### config.mk
export PLATFORM = sky130hd
export DESIGN_NAME = regfile_dump_reader
export DESIGN_NICKNAME = d
export VERILOG_FILES = /design/src/rtl/regfile_pkg.sv /design/src/rtl/regfile_dump_reader.sv
export SDC_FILE = /design/constraint.sdc
export NUM_CORES = 1
export LEC_CHECK = 0
export CORE_MARGIN = 1
export CORE_UTILIZATION = 37
export CTS_CLUSTER_DIAMETER = 50
export DETAILED_ROUTE_END_ITERATION = 10
export PLACE_DENSITY = 0.75
export RECOVER_POWER = 25
export SETUP_SLACK_MARGIN = 0.3
export SYNTH_ARGS = -nofsm -noshare
export SYNTH_HDL_FRONTEND = slang
export SYNTH_SLANG_ARGS = --single-unit
### constraint.sdc
create_clock -name clock -period 1.3 [get_ports clock]
set_input_delay 0.195 -clock clock [delete_from_list [all_inputs] [get_ports clock]]
set_output_delay 0.195 -clock clock [all_outputs]
set_load 0.05 [all_outputs]
### src/rtl/regfile_pkg.sv
// Shared definitions for the 32x32 register file and its debug dump reader.
package regfile_pkg;

  localparam int DATA_WIDTH = 32;
  localparam int ADDR_WIDTH = 5;
  localparam int NUM_REGS   = 32;

  typedef enum logic [1:0] {
    IDLE = 2'd0,
    READ = 2'd1,
    SEND = 2'd2
  } reader_state_t;

endpackage

### src/rtl/regfile_dump_reader.sv
// Walks a register range through one register file read port and streams each
// word out over valid/ready; one word per 2 cycles peak, holds outputs under backpressure.
module regfile_dump_reader #(
  parameter int DATA_WIDTH = regfile_pkg::DATA_WIDTH,
  parameter int ADDR_WIDTH = regfile_pkg::ADDR_WIDTH
) (
  input  logic                  clock,
  input  logic                  reset,
  input  logic                  start,
  input  logic [ADDR_WIDTH-1:0] first_reg,
  input  logic [ADDR_WIDTH-1:0] last_reg,
  output logic [ADDR_WIDTH-1:0] rf_addr,
  input  logic [DATA_WIDTH-1:0] rf_data,
  output logic                  out_valid,
  input  logic                  out_ready,
  output logic [DATA_WIDTH-1:0] out_data,
  output logic [ADDR_WIDTH-1:0] out_addr,
  output logic                  out_last,
  output logic                  busy,
  output logic                  done
);

  import regfile_pkg::*;

  reader_state_t         state;
  logic [ADDR_WIDTH-1:0] end_reg;

  always_ff @(posedge clock) begin
    if (reset) begin
      state     <= IDLE;
      rf_addr   <= '0;
      end_reg   <= '0;
      out_valid <= 1'b0;
      out_data  <= '0;
      out_addr  <= '0;
      out_last  <= 1'b0;
      busy      <= 1'b0;
      done      <= 1'b0;
    end else begin
      done <= 1'b0;
      case (state)
        IDLE: begin
          if (start) begin
            rf_addr <= first_reg;
            end_reg <= last_reg;
            busy    <= 1'b1;
            state   <= READ;
          end
        end
        READ: begin
          // rf_data is combinational from rf_addr, so this captures the
          // register contents as seen during this cycle.
          out_data  <= rf_data;
          out_addr  <= rf_addr;
          out_last  <= (rf_addr == end_reg);
          out_valid <= 1'b1;
          state     <= SEND;
        end
        SEND: begin
          if (out_ready) begin
            out_valid <= 1'b0;
            if (out_last) begin
              done  <= 1'b1;
              busy  <= 1'b0;
              state <= IDLE;
            end else begin
              // Wraps 31 -> 0 so ranges with first > last scan across r0.
              rf_addr <= rf_addr + ADDR_WIDTH'(1);
              state   <= READ;
            end
          end
        end
        default: begin
          state <= IDLE;
        end
      endcase
    end
  end

endmodule

==> results of run 1 <==
==> placed cells by master (no fill, tap or decap), types with 3 or more instances in the layout <==
cell type / count
a21oi_1: 23
dfxtp_2: 39
nand2_2: 13
nand2_4: 12
dfxtp_4: 9
xor2_1: 5
inv_1: 6
clkdlybuf4s50_1: 44
buf_8: 3
buf_4: 16
buf_12: 48
a21oi_2: 23
dfxtp_1: 5
clkbuf_8: 5
nor2_1: 3
nand2_1: 63
buf_6: 11
==> metal layers <==
layer / global-route usage / vias up / share of wire
met4: 0.0887 / 0 / 0.021
met2: 0.346 / 102 / 0.52
met3: 0.0417 / 17 / 0.063
met1: 0.265 / 1096 / 0.40
met5: 0 / - / 0
li1: - / 1075 / -
==> worst register-to-register path, stage by stage, from the launching register on <==
cell and delay [ps]:
dfxtp_4 370, nand2b_4 150, or4_4 520, o41ai_4 210
==> kinds of logic after synthesis <==
group                      after synthesis  share of synthesized area
buffers and inverters                   23                     0.0475
and+or+nand+nor                        109                      0.235
xor gates and xnor gates                 5                     0.0210
AOI/OAI and AO/OA                       63                      0.181
DFF                                     53                      0.510
adders and majority gates                1                    0.00601
==> how the worst max path moves through the flow <==
| stage | slack (ps) | cells after the start | start | to |
|---|---|---|---|---|
| after floorplan | 2 | 3 | rf_addr[0] | out_last |
| after global placement | -260 | 5 | start | end_reg[4] |
| after detailed placement | -290 | 5 | start | end_reg[0] |
| after CTS | -40 | 3 | state[1] | out_last |
| after global routing | -90 | 6 | state[0] | out_data[6] |
| final | -50 | 3 | state[1] | out_last |
==> Yosys cell counts (all sizes together) <==
cell type,count
a21oi,46
and4bb,1
a2bb2oi,3
nand2b,3
nor3,2
nor2b,1
or3b,3
ha,1
nand4bb,1
dfxtp,53
a22oi,2
clkbuf,8
o32ai,3
o21ai,2
a21o,1
nor4bb,1
a221oi,1
nand3,2
xor2,5
and2b,1
o41ai,1
or4,1
o22ai,1
a211oi,2
inv,6
nand2,88
nand3b,1
buf,9
nor3b,1
a311oi,1
nor2,3
==> final cells by class <==
class	instances	area (um^2)	area share
Timing Repair Buffer	125	1750	0.400
Clock inverter	1	8.76	0.00201
Tap cell	70	87.6	0.0201
Sequential cell	53	1140	0.262
Inverter	6	22.5	0.00516
Clock buffer	7	97.6	0.0223
Multi-Input combinational cell	178	1260	0.288
==> power groups by stage <==
stage	Combinational [mW]	Clock, mW	Sequential (mW)
floorplan	0.315	0	2.11
global placement	1.13	0	1.87
detailed placement	1.15	0	1.88
CTS	1.22	1.06	1.85
global route	1.51	1.16	1.87
finish	1.45	1.06	1.86
==> what timing repair did <==
action	in CTS	in global routing
gates cloned	1	2
endpoints found under the hold margin	0	0
buffers inserted	9	9
hold buffers	0	0
gates resized for setup	49	93
setup endpoints to repair	96	98
pin swaps	4	49
==> results.yml, run 1 <==
critical_path:
  reg2reg_slack_ps: -50
  reg2reg_depth: 3
  crit_fanout: 4
  crit_path_cell_trace: "nand2b_4, or4_4, o41ai_4"
  critPathRequiredTime_ps: 1510
  regToRegEndpoint: "out_last"
  critPathKind: "flip-flop to flip-flop"
  r2r-start: "state[1]"
  critPathBufInv: 0
  slowest_stage: "or4_4"
  arrival_ps: 1560
  start_kind: "flip-flop"
  max_stage_delay_ps: 520
  cp_top_family: "simple AND/OR/NAND/NOR gates"
  endpoint_kind: "flip-flop"
power:
  combPwrFrac: 0.331
  total_power_mw: 4.37
  ir_worst_vdd_mv: 0.574
  power_switching_mw: 1.39
  sequentialPowerShare: 0.426
  pwr-share-clk: 0.243
  p_sw_frac: 0.319
  power.density_nw_per_um2: 1000
  p_leak_nw: 1.71
  p_int_mw: 2.97
hold_path:
  worstHoldStart: "reset"
  min_path_type: "input pin to flip-flop"
  worstHoldPathCells: 3
  holdPathEnd: "out_last"
floorplan:
  core_area_um2: 5270
  initial_core_util: 0.395
  die_area_um2: 5930
  die_w_um: 77.0
  rows: 26
  die_h_um: 77.0
  ios: 92
sta:
  holdWs_ps: 199
  fin_tns_setup_ps: -310
  hold_viol_final: 0
  relSlewSlack: 0.745
  finalSetupViolCount: 12
  setup_slack_ps: -52.3
  finClkSkew_ps: 7.74
  slew_viol_final: 0
  rsz0062_at_grt: "yes"
  finalCritPeriodShare: 1.04
  fin_crit_ps: 1350
  fmax_ghz: 0.739
  tightestPinTransition_ps: 382
cells_and_area:
  insertedDiodeCount: 0
  largest_register_ffs: 32
  stdcell_area_um2: 4370
  fin_nets: 416
  final_cells: 440
  drive_above_1_share: 0.554
  top_register: "out_data"
  areaGrowthSynthToFinish_pct: 110
  fillCellCount: 274
  post-route-util: 0.829
global_routing:
  grt_use_total: 0.209
  grt_max_degree: 39
  antenna_found_initial: 0
  grt_pass1_vias: 2026
  grt_pass1_wl_mm: 9.92
  grt-ovfl-total: 0
yosys:
  yosysTopAreaCell: "dfxtp_1"
  netlist_top_cells_area: "dfxtp_1, nand2_1, a21oi_1"
  synth_top_area_frac: 0.510
  synth_area_um2: 2080
  syn_nets: 301
  ys_warn_count: 0
  yosysUniqueCellTypes: 33
  avgSynthCellArea_um2: 8.19
  synthCells: 254
  yosysSeqAreaShare: 0.510
  synth_seq_cells: 53
place:
  numPortBuffers: 91
  hpwl_mm: 4.23
  dp_cells: 411
  gp_congestion: 0.903
  place_area_um2: 3610
  dp_slack_ps: -288
cts:
  cts_buffer_depth: 2
  htree_levels: 2
  cts_root_buf: "clkbuf_8"
  cts_tree: "yes"
  worstSkewPairLatency_ps: 310
  cts_made_buffers: 5
  path_clk_slew_ps: 100
  cts_sinks: 53
drt:
  drc: 0
  wire_per_inst_um: 17.3
  drt-pass1-iter-count: 6
  wl_mm: 7.63
  vias: 2290
  dr.first_iter.drc_count: 139
  vias_per_cell: 5.20
  ant_nets: 0
outcome:
  outcome: "complete, but fails checks"
  violations: "setup timing"
run:
  cap_violations: 0
Note: power is estimated with default switching activity, not from simulation.
==> run 2: changes to the inputs <==
- SLEW_MARGIN: not set -> 20
==> results of run 2 <==
Same layout as run 1: the final DEF is identical, and so are final timing and power.
==> variant, RTL diff (settings of run 2) <==
`ADDR_WIDTH`: 5 -> 4.
--- a/src/rtl/regfile_pkg.sv
+++ b/src/rtl/regfile_pkg.sv
@@ -3,5 +3,5 @@
 
   localparam int DATA_WIDTH = 32;
-  localparam int ADDR_WIDTH = 5;
+  localparam int ADDR_WIDTH = 4;
   localparam int NUM_REGS   = 32;
 
Interface: changed (resized first_reg, last_reg, out_addr and rf_addr); port bits go from 92 to 88. No check against the original RTL was run, so the function may have changed too.
==> variant against run 2 <==
  * Synthesized cell count shrank 6.7%
  * Area after synthesis shrank 6.7%
  * The flow now stops in global routing
==> variant: results (changes against run 2) <==
Outcome = did not finish
Stage reached = global routing
Err = [ERROR DPL-0033] detailed placement checks failed during check placement.
Clk sinks = 50 (-5.7%)
Gpl congestion = 0.891 (-1.4%)
Inserted Clock Buffers = 5 (unchanged)
Htree depth = 2 (unchanged)
Final HPWL DP = 4.21 mm (-0.52%)
Largest net degree at the start of global routing = 25
Post-synth ARST share = 0% (unchanged)
Number of port buffers = 87 (-4.4%)
Top post-synthesis cells by count = nand2_1 (84), dfxtp_1 (50), a21oi_1 (44)
Initial antenna violation count = 0
Syn nets = 282 (-6.3%)
Root Driver = clkbuf_8
Synth Flop Type = dfxtp_1
Worst endpoint after global-route timing repair = rf_addr[1]$_SDFFE_PP0P_/D
Synth warnings = 0 (unchanged)
Worst End Pin Type = sequential cell input
CTS max path bufs = 2 (unchanged)
Largest cells by area after synthesis = dfxtp_1 (52%), nand2_1 (16%), a21oi_1 (11%)
Yosys cell types = 33 (unchanged)
Seq/Total Area, Yosys = 51.6% (+0.59 points)
==> variant: kinds of logic after synthesis <==
kind of cell / count (synthesis) / share of synthesized area (%)
AOI/OAI and AO/OA: 57 / 17.2
adders and majority gates: 1 / 0.645
DFF: 50 / 51.6
xor gates and xnor gates: 4 / 1.81
buffers and inverters: 20 / 4.77
and+or+nand+nor: 105 / 24.0
==> variant: stage by stage <==
step / utilization [%] / cells / setup slack (ps) / setup TNS, ps / cell area, µm²
floorplan: - / 237 / 96.0 / 0 / 2010
global placement: 70.7 / 393 / -246 / -1780 / 3450
detailed placement: 70.7 / 393 / -310 / -2310 / 3450
CTS: 82.9 / 415 / -0.712 / -0.924 / 4050
==> variant: timing repair <==
action                                  4_1_cts
hold buffers                                  0
gates resized for setup                     145
cloned                                        3
setup buffers                                11
endpoints found under the setup margin       93
pin swaps                                    18
